### src/rtl/wide_adder_seq.sv
// Multi-cycle wide adder: one COUNT-bit carry-select adder is time-shared over
// WORDS slices, LSB slice first, with the inter-slice carry held in a register.

module select_adder #(
    parameter int COUNT = 4
) (
    input  logic [COUNT-1:0] A,
    input  logic [COUNT-1:0] B,
    input  logic             Cin,
    output logic [COUNT-1:0] S,
    output logic             Cout
);
    logic [COUNT:0] sum0;
    logic [COUNT:0] sum1;

    // Both carry-in cases are computed up front; Cin only picks one.
    assign sum0 = {1'b0, A} + {1'b0, B};
    assign sum1 = {1'b0, A} + {1'b0, B} + {{COUNT{1'b0}}, 1'b1};
    assign {Cout, S} = Cin ? sum1 : sum0;
endmodule

module wide_adder_seq #(
    parameter int COUNT = 4,
    parameter int WORDS = 4
) (
    input  logic                   clk,
    input  logic                   rst,
    input  logic                   in_valid,
    output logic                   in_ready,
    input  logic [COUNT*WORDS-1:0] A,
    input  logic [COUNT*WORDS-1:0] B,
    input  logic                   Cin,
    output logic                   out_valid,
    input  logic                   out_ready,
    output logic [COUNT*WORDS-1:0] S,
    output logic                   Cout,
    output logic                   busy
);
    localparam int W  = COUNT * WORDS;
    localparam int IW = (WORDS > 1) ? $clog2(WORDS) : 1;
    localparam logic [IW-1:0] LAST = IW'(WORDS - 1);

    // Handshake: a transfer happens on a rising edge where valid and ready are
    // both high; operands are taken only then, results are held until consumed.
    typedef enum logic [1:0] {
        IDLE = 2'd0,
        RUN  = 2'd1,
        DONE = 2'd2
    } state_t;

    state_t state;
    state_t next_state;

    logic [W-1:0]     op_a;
    logic [W-1:0]     op_b;
    logic             carry;
    logic [IW-1:0]    idx;
    logic [W-1:0]     s_reg;
    logic             cout_reg;
    logic [31:0]      base;
    logic [COUNT-1:0] slice_s;
    logic             slice_cout;

    assign base = 32'(idx) * 32'(COUNT);

    select_adder #(.COUNT(COUNT)) u_slice (
        .A    (op_a[base +: COUNT]),
        .B    (op_b[base +: COUNT]),
        .Cin  (carry),
        .S    (slice_s),
        .Cout (slice_cout)
    );

    always_ff @(posedge clk or posedge rst) begin
        if (rst) begin
            state <= IDLE;
        end else begin
            state <= next_state;
        end
    end

    always_comb begin
        next_state = state;
        in_ready   = 1'b0;
        out_valid  = 1'b0;
        busy       = 1'b0;
        case (state)
            IDLE: begin
                in_ready = 1'b1;
                if (in_valid) next_state = RUN;
            end
            RUN: begin
                busy = 1'b1;
                if (idx == LAST) next_state = DONE;
            end
            DONE: begin
                out_valid = 1'b1;
                if (out_ready) next_state = IDLE;
            end
            default: next_state = IDLE;
        endcase
    end

    always_ff @(posedge clk or posedge rst) begin
        if (rst) begin
            op_a     <= '0;
            op_b     <= '0;
            carry    <= 1'b0;
            idx      <= '0;
            s_reg    <= '0;
            cout_reg <= 1'b0;
        end else if (state == IDLE && in_valid) begin
            op_a  <= A;
            op_b  <= B;
            carry <= Cin;
            idx   <= '0;
            s_reg <= '0;
        end else if (state == RUN) begin
            s_reg[base +: COUNT] <= slice_s;
            carry                <= slice_cout;
            if (idx == LAST) begin
                cout_reg <= slice_cout;
            end else begin
                idx <= idx + IW'(1);
            end
        end
    end

    assign S    = s_reg;
    assign Cout = cout_reg;
endmodule

### config.mk
export PLATFORM = sky130hd
export DESIGN_NAME = wide_adder_seq
export DESIGN_NICKNAME = d
export VERILOG_FILES = /design/src/rtl/wide_adder_seq.sv
export SDC_FILE = /design/constraint.sdc
export NUM_CORES = 1
export LEC_CHECK = 0
export CORE_ASPECT_RATIO = 0.8
export CORE_MARGIN = 1
export CORE_UTILIZATION = 33
export DETAILED_ROUTE_END_ITERATION = 6
export GPL_TIMING_DRIVEN = 0
export PLACE_DENSITY = 0.65
export REMOVE_ABC_BUFFERS = 1
export SLEW_MARGIN = 10
export SYNTH_ARGS = -nofsm -noshare
export SYNTH_HDL_FRONTEND = slang
export SYNTH_SLANG_ARGS = --single-unit
### constraint.sdc
create_clock -name clk -period 5.09 [get_ports clk]
set_input_delay 1.018 -clock clk [delete_from_list [all_inputs] [get_ports clk]]
set_output_delay 1.018 -clock clk [all_outputs]
set_load 0.01 [all_outputs]
==> flow_metrics.tcl <==
set metrics [dict create \
    place.gp.congestion 0.786 \
    grt_pass1_wl_um 8360 \
    yosysWarningCount 0 \
    area_growth_pct 28.1 \
    syn_area_per_cell_um2 13.5 \
    post-route-util_pct 44.6 \
    outcome "completed" \
    cts_setup_buffers 0 \
    antenna_cells 0 \
    cap_violations 0 \
    fmax_mhz 302 \
    ys_async_sr_fraction_pct 100 \
    cts_buffer_depth 2 \
    critPathKind "flip-flop to flip-flop" \
    wl_um 5100 \
    die_h_um 81.9 \
    hp-class "flip-flop to flip-flop" \
    grt_use_total_pct 13.3 \
    cts_root_buf "clkbuf_8" \
    insertion_delay_ns 0.30 \
    synth-seq-area-share_pct 51.3 \
    tns_ns 0 \
    vias 1754 \
    antenna_found_initial 0 \
    period_minus_slack_ns 3.31 \
    ioPinCount 57 \
    drtPass1Iterations 4 \
    drtAntennaViolNets 0 \
    synth-seq-cells 54 \
    initial_core_util_pct 34.8 \
    worstMarginPinSlew_ns 0.816 \
    fin_ws_ns 1.78 \
    routed-wl-met3_um 254 \
    htree_levels 2 \
    wire_per_inst_um 14.4 \
    cellPowerDensity_nw_per_um2 747 \
    cts_buffers 5 \
    die-area_um2 8350 \
    critical_path_arrival_ns 3.54 \
    grt_pass1_vias 1732 \
    cts-hold-fix-buffers 0 \
    drc 0 \
    finalCritPeriodShare_pct 65.0 \
    final_layout_size_suffix_gt1_share_pct 22.8 \
    fin_worst_skew_ns 0.00494 \
    cp-start-kind "flip-flop" \
    synthFlopType "dfrtp_1" \
    drtIter0Drc 59 \
    routed-wl-met2_um 2240 \
    cts_tree "done" \
    max-vdd-ir-drop_uv 360 \
    nets 297 \
    num_rows 28 \
    via_per_inst 4.94 \
    port_buffers 56 \
    p_total_w 0.00252 \
    setup_viol 0 \
    final_hold_viol_count 0 \
    dieWidth_um 102 \
    synth.distinct_cells 38 \
    met1_length_um 2580 \
    p_leak_nw 1.41 \
    crit_path_end_kind "flip-flop" \
    maxSlewViolCount 0 \
    post-place-ws_ns 1.77 \
    globalRouteOverflowTotal 0 \
    syn-cell-area_um2 2640 \
    clkSinkCount 54 \
    grt_max_degree 37 \
    clkSlewWorstSetupHoldPaths_ns 0.09 \
    synth-edff-count 0 \
    cts.repair.resized 0 \
    netlist_instances 195 \
    dp_hpwl_um 3820 \
    coreArea_um2 7570 \
    worstPathRequired_ns 5.32 \
    max_slew_margin_pct 45.6 \
    highest_layer "met4" \
    path_max_fanout 13 \
    grt_setup_unrepaired "no" \
]
==> critical path, stage by stage (launching register included) <==
cell,delay (ns)
dfrtp_1,0.80
mux4_2,0.59
ha_1,0.25
fa_1,0.47
xnor2_1,0.18
or4_1,0.56
o211ai_2,0.18
a22o_1,0.22
==> through the flow <==
stage / cell area (um2) / cells / hold WS, ns
final: 3380 / 355 / 0.506
after global routing: 3380 / 355 / 0.528
after CTS: 3380 / 355 / 0.512
after detailed placement: 3300 / 348 / 0.491
after global placement: 3270 / 347 / 0.485
after floorplan: 2580 / 186 / 0.475
==> cells in the final DEF, fill, tap and decap left out, types with 2 or more instances in the layout <==
| cell | count |
|---|---|
| nor2_1 | 5 |
| mux2_2 | 33 |
| mux4_2 | 8 |
| nand2b_1 | 3 |
| dfrtp_1 | 54 |
| a21o_1 | 4 |
| a21oi_1 | 2 |
| o21ai_0 | 2 |
| nor3_1 | 2 |
| xnor2_1 | 3 |
| clkdlybuf4s50_1 | 56 |
| ha_1 | 9 |
| inv_1 | 6 |
| a22o_1 | 16 |
| o211ai_1 | 3 |
| or4_1 | 3 |
| nand2_1 | 10 |
| nand4_1 | 2 |
| nand3_1 | 3 |
| clkbuf_8 | 5 |
==> path summary, 6_finish.rpt <==
check,to,slack [ns],start,cells past startpoint
max,S[11],1.78,idx[0],7
min,op_b[12],0.51,op_b[12],1
min in group asynchronous,op_a[10],1.08,rst,2
max reg2reg,S[11],1.78,idx[0],7
min reg2reg,op_b[12],0.51,op_b[12],1
max in group asynchronous,idx[0],3.47,rst,3
==> cells in the mapped netlist, types with 2 or more instances <==
cell type | instances | area share, %
o211ai_1 | 3 | 0.85
mux4_2 | 8 | 6.8
inv_1 | 7 | 1.0
a22o_1 | 16 | 5.3
xnor2_1 | 3 | 1.0
or4_1 | 3 | 0.85
ha_1 | 9 | 4.3
nand3_1 | 3 | 0.57
nand2b_1 | 3 | 0.71
mux2_2 | 33 | 14
a21oi_1 | 2 | 0.38
nand2_1 | 10 | 1.4
a21o_1 | 4 | 1.1
o21ai_0 | 2 | 0.38
buf_2 | 7 | 1.3
nand4_1 | 2 | 0.47
nor3_1 | 2 | 0.38
nor2_1 | 5 | 0.71
dfrtp_1 | 54 | 51
==> cells by family after synthesis <==
kind of cell	Yosys count	synth area share, %
AO/OA/AOI/OAI	35	11.1
XOR/XNOR	5	1.95
adder cells (fa/ha/maj)	10	5.03
buffers and inverters	16	2.99
flip-flops	54	51.3
multiplexers	41	20.9
AND/OR/NAND/NOR	34	6.70
==> sequential cells by signal, indices dropped and copies added (netlist names) <==
name,flops
op_b,16
Cout,1
S,16
state,2
op_a,16
carry,1
idx,2
==> power by group <==
part | internal, W | switching [W] | leakage [nW] | total (W)
Sequential | 0.000620 | 0.000150 | 0.672 | 0.000770
Combinational | 0.000738 | 0.000790 | 0.698 | 0.00153
Clock | 0.0000946 | 0.000129 | 0.0373 | 0.000224
==> final cells by class <==
type                            count  area [um2]
Timing Repair Buffer               57         581
Clock buffer                        6        72.6
Clock inverter                      1        7.51
Fill cell                         745        4190
Sequential cell                    54        1350
Tap cell                          105         131
Multi-Input combinational cell    125        1210
Inverter                            7        26.3
==> metal layers <==
layer | vias up | track usage (%)
li1 | 836 | -
met1 | 866 | 18.7
met3 | 4 | 2.98
met4 | 0 | 3.00
met5 | - | 0
met2 | 48 | 21.0
No activity file was read; power rests on OpenSTA's default activity.
==> variant 1, RTL diff (config.mk and constraints unchanged) <==
Make the reset (`rst`) synchronous in 2 clocked blocks.
--- a/src/rtl/wide_adder_seq.sv
+++ b/src/rtl/wide_adder_seq.sv
@@ -73,3 +73,3 @@
 
-    always_ff @(posedge clk or posedge rst) begin
+    always_ff @(posedge clk) begin
         if (rst) begin
@@ -103,3 +103,3 @@
 
-    always_ff @(posedge clk or posedge rst) begin
+    always_ff @(posedge clk) begin
         if (rst) begin
Behaviour: differs if rst is asserted again (counterexample within 4 cycles, from zero or initial values and one cycle with rst high); with rst held inactive, the same outputs for 10 cycles.
==> variant 1 against the unedited design <==
Count of clock-buffer cells in the layout up 1; critical endpoint is now Cout$_SDFFE_PP0P_; global-route usage up 1.3 points; wire length up 4.6%; worst setup slack worse by 0.16 ns; synthesized area down 6.0%; clock skew up 0.0026 ns; non-clock buffer count down 1; sequential share of layout area down 5.9 points; critical path type unchanged; design area down 6.1%; sequential cell count unchanged.
Power is not compared: it rests on default switching activity, and its combinational part moved more than twofold at a synthesized area within 25%.
==> variant 1: results (changes against the unedited design) <==
yosys:
  synth.mux.area_fraction_pct: 7.28  # -14 points
  syn_area_mm2: 0.00248  # -6.0%
  synth_compound_area_share_pct: 14.7  # +3.6 points
  synth_area_leaders: "dfxtp_1 44%, nand2_1 12%, a21oi_1 7.5%"
  synthAdderAreaFrac_pct: 6.37  # +1.3 points
  synth-xor-area-share_pct: 2.43  # +0.48 points
  avgSynthCellArea_um2: 8.60  # -36%
  synth_seq_area_share_pct: 43.7  # -7.6 points
  ys_top_cells_by_count: "80 x nand2_1, 54 x dfxtp_1, 37 x a21oi_1"
hold_path:
  hold_start: "op_a[11]$_SDFFE_PP0P_"
  whs_path_depth: 2  # +1
placement:
  postPlaceCellArea_mm2: 0.00308  # -6.6%
  hpwl_mm: 3.92  # +2.7%
  gp_congestion: 0.772  # -1.8%
  placed_cells: 416  # +20%
  place_ws_ns: 1.59  # -0.178 ns
route:
  vias: 2036  # +16%
  routed_wl_mm: 5.34  # +4.6%
  m1WireLength_mm: 2.72  # +5.5%
  wl_met3_um: 265  # +4.3%
global_route:
  grt_pass1_wl_mm: 9.26  # +11%
  met1_usage_pct: 19.8  # +1.1 points
  grt_start_max_net_pins: 39  # +5.4%
  met3_usage_pct: 3.06  # +0.086 points
timing:
  worstMarginPinSlew_ns: 1.05  # +0.231 ns
  timing.clock.skew_ns: 0.00757  # +0.00262 ns
  holdWs_ns: 0.456  # -0.0499 ns
critical_path:
  r2r-end: "Cout$_SDFFE_PP0P_"
  arrival_ns: 3.69  # +0.15 ns
  timing.reg2reg.setup_slack_ns: 1.62  # -0.16 ns
  worstReg2RegStart: "idx[0]$_SDFFE_PP0P_"
cells_and_area:
  nNetsFinal: 385  # +30%
  drive_gt1_share_pct: 8.01  # -15 points
status:
  status: "finished, final reports clean"
-- variant 1: cell types whose count changed after synthesis, sizes merged, moves of 17 or more --
cell and delta:
nand2 +70, dfrtp -54, dfxtp +54, a21oi +36, mux2 -33, nor2 +17
-- variant 1: final cells by class --
| class | instances | area share, % |
|---|---|---|
| clock buffers | 7 | 2.72 |
| repair buffers | 56 | 17.5 |
| multi-input cells | 210 | 41.0 |
| flip-flops and latches | 54 | 34.1 |
| well taps | 87 | 3.43 |
| inverters | 9 | 1.07 |
| clock inverters | 1 | 0.158 |
-- variant 1: how the worst max path moves through the flow --
| stage | startpoint | cells after the start | slack (ns) | to |
|---|---|---|---|---|
| floorplan | idx[0]$_SDFFE_PP0P_ | 10 | 1.97 | Cout$_SDFFE_PP0P_ |
| global placement | idx[0]$_SDFFE_PP0P_ | 10 | 1.66 | Cout$_SDFFE_PP0P_ |
| detailed placement | idx[0]$_SDFFE_PP0P_ | 10 | 1.59 | Cout$_SDFFE_PP0P_ |
| CTS | idx[0]$_SDFFE_PP0P_ | 10 | 1.57 | Cout$_SDFFE_PP0P_ |
| global route | idx[0]$_SDFFE_PP0P_ | 10 | 1.35 | Cout$_SDFFE_PP0P_ |
| finish | idx[0]$_SDFFE_PP0P_ | 10 | 1.62 | Cout$_SDFFE_PP0P_ |
-- variant 1: power by group through the flow --
stage                     clock [W]  combinational [W]  sequential, W
after floorplan                   0          0.0000824       0.000462
after global placement            0           0.000139       0.000466
after detailed placement          0           0.000140       0.000467
after CTS                  0.000248           0.000141       0.000457
after global routing       0.000266           0.000158       0.000460
final                      0.000238           0.000139       0.000456
==> variant 2, RTL diff (same flow settings) <==
Made on the original files. Change the parameter `WORDS` from 4 to 8.
--- a/src/rtl/wide_adder_seq.sv
+++ b/src/rtl/wide_adder_seq.sv
@@ -23,3 +23,3 @@
     parameter int COUNT = 4,
-    parameter int WORDS = 4
+    parameter int WORDS = 8
 ) (
Interface: changed (resized A, B and S); port bits go from 57 to 105. The function was not compared with the original's and may differ.
==> variant 2 against the unedited design <==
Sequential cell count up 49; non-clock buffer count up 49; die area up 80%; clock skew up 0.0047 ns; via count up 110%; utilization down 0.13 points; synthesized area up 82%; clock power rose to 3.2 times the old value; combinational power up 47%; design area up 88%; wire length up 120%; largest power group unchanged; worst setup slack worse by 0.54 ns; sequential power up 92%; power up 76%.
==> variant 2: results (changes against the unedited design) <==
power_and_ir_drop:
  leakagePower_nw: 2.99  # +110%
  p_sw_w: 0.00187  # +75%
  seq_power_share_pct: 33.3  # +2.7 points
  vdd_ir_drop_max_v: 0.000344  # -4.4%
  p_comb_w: 0.00225  # +47%
placement:
  port_buffers: 104  # +86%
  gp_congestion: 0.783  # -0.37%
  placed_cells: 752  # +120%
  hpwl_mm: 7.80  # +100%
global_route:
  grt_pass1_wl_mm: 18.2  # +120%
  grt_start_max_net_pins: 74  # +100%
  use_met2_pct: 24.9  # +3.9 points
  met1_usage_pct: 22.5  # +3.8 points
  grt_usage_pct: 16.0  # +2.7 points
  met3_usage_pct: 3.41  # +0.43 points
route:
  vias: 3671  # +110%
  avgRoutedWirePerCell_um: 14.4  # +0.19%
  wl_met3_um: 524  # +110%
  m1WireLength_mm: 5.51  # +110%
  dr_wl_met2_mm: 4.89  # +120%
  drt_iter0_markers: 175  # +200%
cells_and_area:
  nNetsFinal: 661  # +120%
  drive_gt1_share_pct: 8.05  # -15 points
  insertedDiodeCount: 0  # unchanged
  final_cells: 768  # +120%
yosys:
  synth_cell_types: 39  # +2.6%
  synth_ff_type: "dfrtp_1"
  ys_top_cells_by_count: "229 x nand2_1, 103 x dfrtp_1"
  synth_seq_area_share_pct: 53.6  # +2.4 points
  avgSynthCellArea_um2: 9.93  # -27%
  synth_area_leaders: "dfrtp_1 54%, nand2_1 18%, mux4_2 5.6%"
critical_path:
  cp-startpoint: "idx[1]$_DFFE_PP0P_"
  cp_slowest_stage_delay_ns: 1.06  # +0.26 ns
  arrival_ns: 4.04  # +0.50 ns
  cp_max_fo: 22  # +9
clock_tree:
  clock_latency_ns: 0.35  # +0.05 ns
  root_buffer: "clkbuf_16"
  numCtsBuffers: 9  # +4
  cts_setup_buffers: 0  # unchanged
  htree_levels: 3  # +1
timing:
  timing.clock.skew_ns: 0.00961  # +0.00466 ns
  worstMarginPinSlew_ns: 1.08  # +0.264 ns
status:
  status: "finished, final reports clean"
hold_path:
  hold_start: "op_b[3]$_DFFE_PP0P_"
## variant 2: changes by cell type after synthesis, sizes merged, moves of 5 or more
cell and delta:
nand2 +219, dfrtp +49, mux2 -31, o2bb2ai +12, o21ai +10, clkbuf +9
mux4 +8, a21oi +6, nand3 +6, nor2 +5
## variant 2: path summary, 6_finish.rpt
path | to | slack, ns | cells after the start
worst min-delay path | op_b[3]$_DFFE_PP0P_ | 0.47 | 2
min in group asynchronous | op_a[3]$_DFFE_PP0P_ | 1.12 | 2
worst min register to register | op_b[3]$_DFFE_PP0P_ | 0.47 | 2
worst max-delay path | S[19]$_DFFE_PP0P_ | 1.24 | 9
max in group asynchronous | idx[0]$_DFFE_PP0P_ | 3.28 | 3
worst max register to register | S[19]$_DFFE_PP0P_ | 1.24 | 9
## variant 2: cells by family after synthesis
kind of cell / share of synthesized area (%)
adders and majority gates: 3.54
buffers and inverters: 2.73
DFF: 53.6
xor gates and xnor gates: 1.46
muxes: 8.70
and+or+nand+nor: 22.5
AOI/OAI and AO/OA: 7.45
## variant 2: final cells by class
cell class / instances / area [um^2]
clock buffers: 9 / 225
clock inverters: 7 / 81.3
fillers: 1355 / 7910
inverters: 7 / 28.8
multi-input cells: 352 / 2100
flip-flops and latches: 103 / 2580
well taps: 184 / 230
repair buffers: 106 / 1090
## variant 2: per-stage QoR
step	setup WS, ns	total power [W]
3_3_place_gp	0.0372	0.00369
2_1_floorplan	1.37	0.00292
4_1_cts	1.15	0.00448
6_report	1.24	0.00444
3_5_place_dp	1.16	0.00375
5_1_grt	1.05	0.00479
## variant 2: critical path, delay by kind of cell (launching register included)
family / cells / cell delay [ns]
flops: 1 / 1.06
mux: 2 / 0.82
xor+xnor: 2 / 0.74
fa+ha+maj: 2 / 0.64
simple gates: 3 / 0.41
